==> config.mk <==
export PLATFORM = sky130hd
export DESIGN_NAME = regfile_write_arbiter
export DESIGN_NICKNAME = d
export VERILOG_FILES = /design/src/rtl/regfile_write_arbiter.sv
export SDC_FILE = /design/constraint.sdc
export NUM_CORES = 1
export LEC_CHECK = 0
export BUFFER_PORTS_ARGS = -buffer_cell sky130_fd_sc_hd__buf_2
export CAP_MARGIN = 10
export CORE_MARGIN = 8
export CORE_UTILIZATION = 50
export DETAILED_ROUTE_END_ITERATION = 6
export PLACE_DENSITY_LB_ADDON = 0.25
export SETUP_SLACK_MARGIN = 0.4
export SYNTH_ARGS = -nofsm -noshare
export SYNTH_HDL_FRONTEND = slang
export SYNTH_SLANG_ARGS = --single-unit
==> constraint.sdc <==
create_clock -name clk -period 5.4 [get_ports clk]
set_clock_uncertainty 0.05 [all_clocks]
set_input_delay 1.08 -clock clk [delete_from_list [all_inputs] [get_ports clk]]
set_output_delay 1.08 -clock clk [all_outputs]
set_load 0.01 [all_outputs]
==> src/rtl/regfile_write_arbiter.sv <==
// rtl/regfile_write_arbiter.sv - round-robin arbiter sharing the register file write port
// between ALU writeback (req0) and load writeback (req1), with a registered, decoded write port.
module regfile_write_arbiter #(
  parameter int DATA_WIDTH = 32,
  parameter int ADDR_WIDTH = 5,
  parameter int NUM_REGS   = 32
) (
  input  logic                  clk,
  input  logic                  reset,
  input  logic                  stall,
  input  logic                  req0_valid,
  input  logic [ADDR_WIDTH-1:0] req0_addr,
  input  logic [DATA_WIDTH-1:0] req0_data,
  output logic                  req0_ready,
  input  logic                  req1_valid,
  input  logic [ADDR_WIDTH-1:0] req1_addr,
  input  logic [DATA_WIDTH-1:0] req1_data,
  output logic                  req1_ready,
  output logic                  wr_en,
  output logic [ADDR_WIDTH-1:0] wr_addr,
  output logic [DATA_WIDTH-1:0] wr_data,
  output logic [NUM_REGS-1:0]   wr_onehot,
  output logic                  last_grant,
  output logic [15:0]           conflict_cnt
);

  typedef enum logic {PRI0, PRI1} pri_t;

  pri_t                  state, state_next;
  logic                  grant0, grant1;
  logic [ADDR_WIDTH-1:0] sel_addr;
  logic [DATA_WIDTH-1:0] sel_data;
  logic                  both_valid;

  assign both_valid = req0_valid & req1_valid;

  // Grants depend only on valids, stall and priority state, never on request data.
  always_comb begin
    grant0     = 1'b0;
    grant1     = 1'b0;
    state_next = state;
    if (!stall) begin
      if (req0_valid && (!req1_valid || state == PRI0)) begin
        grant0 = 1'b1;
      end else if (req1_valid) begin
        grant1 = 1'b1;
      end
    end
    if (grant0) begin
      state_next = PRI1;
    end else if (grant1) begin
      state_next = PRI0;
    end
  end

  assign req0_ready = grant0;
  assign req1_ready = grant1;
  assign sel_addr   = grant1 ? req1_addr : req0_addr;
  assign sel_data   = grant1 ? req1_data : req0_data;

  always_ff @(posedge clk) begin
    if (reset) begin
      state        <= PRI0;
      wr_en        <= 1'b0;
      wr_addr      <= '0;
      wr_data      <= '0;
      wr_onehot    <= '0;
      last_grant   <= 1'b1;
      conflict_cnt <= 16'd0;
    end else begin
      state <= state_next;
      if (grant0 || grant1) begin
        wr_addr    <= sel_addr;
        wr_data    <= sel_data;
        last_grant <= grant1;
        // Register 0 is hardwired: the transfer completes but nothing is written.
        if (sel_addr != '0) begin
          wr_en     <= 1'b1;
          wr_onehot <= {{(NUM_REGS-1){1'b0}}, 1'b1} << sel_addr;
        end else begin
          wr_en     <= 1'b0;
          wr_onehot <= '0;
        end
      end else begin
        wr_en     <= 1'b0;
        wr_onehot <= '0;
      end
      if (!stall && both_valid && conflict_cnt != 16'hFFFF) begin
        conflict_cnt <= conflict_cnt + 16'd1;
      end
    end
  end

endmodule
==> metrics.txt <==
Mapped Area 3610 um^2; Power Density 284 nW/um^2; area delta synth->final 30.6%; CP max FO 38; vias in the first global route about 3,500; Hold Path Origin last_grant$_SDFFE_PP1N_; largest net degree at the start of global routing 59; status complete, no violations; Total GRT Usage 20.4%; DIE AREA 10,200 um^2; FF+latch area 1760 um^2; post-route setup slack 1.39 ns; Fin. Hold Viols 0; prevailing post-synth register cell dfxtp_1; HP Class flip-flop to flip-flop; Remaining DRCs 0; CP Launch Type input pin; syn_area_per_cell roughly 9.4 um^2; DR pass1 iterations 4; share of the synthesized area in the top cell type 48.8%; Final #Nets 622; CP arrival 2.88 ns; dpl hpwl between 7 and 8 mm; Multi-input gate area 1720 um^2; Post-Synthesis Cells between 300 and 400; cts repair resizes 0; Ports 168; Synth Register Bits 88; number of antenna violations at the first check in global routing 0; CP Class input pin to primary output; Final Wtd Congestion 0.798; Initial Util 50.5%; Max Slew Vio Count 0; TritonCTS clock tree done; commonest non-fill, non-tap cell in the layout buf_2; worst-margin pin slew between 1 and 1.5 ns; layout cells sized above 1 35.6%; Setup Slack @ Placement between 1 and 1.5 ns; vias 3,513; first-pass GRT wire length 16.8 mm; clk sink count 88; Post-Syn Nets 464; Die X ~100 um; DIE HEIGHT 101 um; Fmax 249 MHz; WL/cell about 16 um; Netlist cell types 44; final WL 10.5 mm; Worst EP required 4.27 ns; fillcell total 642; Iteration-0 DRC Markers 119; max cap viols 0; fin crit share 74.3%; VDD IR max ~0.16 mV; CP Capture Type primary output; setup TNS 0 ns; post-DR vias/cell about 5.4; CTS root buf clkbuf_8; clk buf depth 2; Setup Viol. Count Final 0; cell accounting for the most synthesized area dfxtp_1; Post-CTS Setup Inserts 0; P_leak approximately 2.2 nW; Synth area leaders dfxtp_1 (49%), mux2i_1 (9.4%), a211oi_1 (7.5%); antenna-violating nets left 0; normalized max-slew margin 27.2%; row count 31; cts bufs inserted 9; RSZ-0062 raised after global routing false; Critical Path Source req1_valid; # port buffers 167; number of synthesized flops with an enable pin 0; sequential area share after synthesis 48.8%; hold_buf cts 0; fin crit period between 4 and 5 ns; FFs w/ async S/R, synth 0%; # H-tree levels 3; Worst-path clk slew 0.09 ns; R2R Path Start state$_SDFFE_PP0N_; Ys Warns 0; core area around 7100 um^2; clk_lat worst skew roughly 0.34 ns; grt ovf 0; most frequent cells in the layout buf_2 (167), dfxtp_1 (88), nor2_1 (45), a211oi_1 (36), mux2i_1 (34); Final Total Pwr 0.00134 W
[cell families after synthesis]
logic type,count (synthesis),synth area share [%]
DFF,88,48.8
buffers and inverters,32,3.57
muxes,36,10.1
AOI/OAI and AO/OA,82,15.9
other,1,0.104
adders and majority gates,1,0.347
and+or+nand+nor,144,21.2
[through the flow]
stage          utilization [%]  cell area (um^2)  instances  hold WS (ns)
2_1_floorplan                -              3610        384         0.424
3_3_place_gp              63.0              4500        630         0.399
3_5_place_dp              63.0              4500        630         0.404
4_1_cts                   66.0              4710        646         0.426
5_1_grt                   66.0              4710        646         0.442
6_report                  66.0              4710        647         0.418
[registers in the layout (all words and copies together) (netlist names)]
register	count
conflict_cnt	16
last_grant	1
state	1
wr_addr	5
wr_data	32
wr_en	1
wr_onehot	32
[where the power goes]
part | switching, W | total [W] | internal [W]
sequential | 0.0000138 | 0.000689 | 0.000675
combinational | 0.0000996 | 0.000175 | 0.0000750
clock | 0.000251 | 0.000476 | 0.000224
[final cells by class]
cell class / count / share of cell area, %
sequential: 88 / 37.4
multi-input combinational: 264 / 36.5
timing repair buffer: 170 / 18.2
clock buffer: 9 / 2.63
tap: 99 / 2.63
clock inverter: 7 / 1.83
inverter: 9 / 0.717
antenna: 1 / 0.0531
[worst paths after layout]
path / depth (start not counted) / slack [ns] / endpoint
hold reg to reg: 1 / 0.42 / last_grant$_SDFFE_PP1N_
hold / removal: 1 / 0.42 / last_grant$_SDFFE_PP1N_
setup reg to reg: 5 / 2.79 / wr_onehot[20]$_SDFF_PP0_
setup / recovery: 5 / 1.39 / req1_ready
[Yosys cell counts (4+ instances only)]
cell / instances
a211oi_1: 36
a21oi_1: 13
a311oi_1: 4
buf_1: 8
clkbuf_1: 10
dfxtp_1: 88
inv_1: 9
mux2i_1: 34
nand2_1: 16
nand2b_1: 4
nand3_1: 6
nand4_1: 4
nor2_1: 45
nor2b_1: 5
nor3_1: 24
nor3b_1: 8
nor4_1: 7
nor4b_1: 5
o21ai_0: 5
o21ai_1: 4
o31ai_1: 9
or3_1: 4
or4_1: 7
[worst max-delay path, stage by stage]
cell and delay [ns]:
buf_2 0.13, nor2b_1 0.50, nand2_2 0.55, inv_1 0.40, buf_2 0.21
[per-layer routing]
layer,vias to the layer above,global-route usage (%),wire (um)
met5,-,0,0
met2,142,33.4,4990
met3,14,7.87,1050
met1,1619,22.9,4290
met4,0,9.16,193
li1,1738,-,-
No activity file was read; power rests on OpenSTA's default activity.
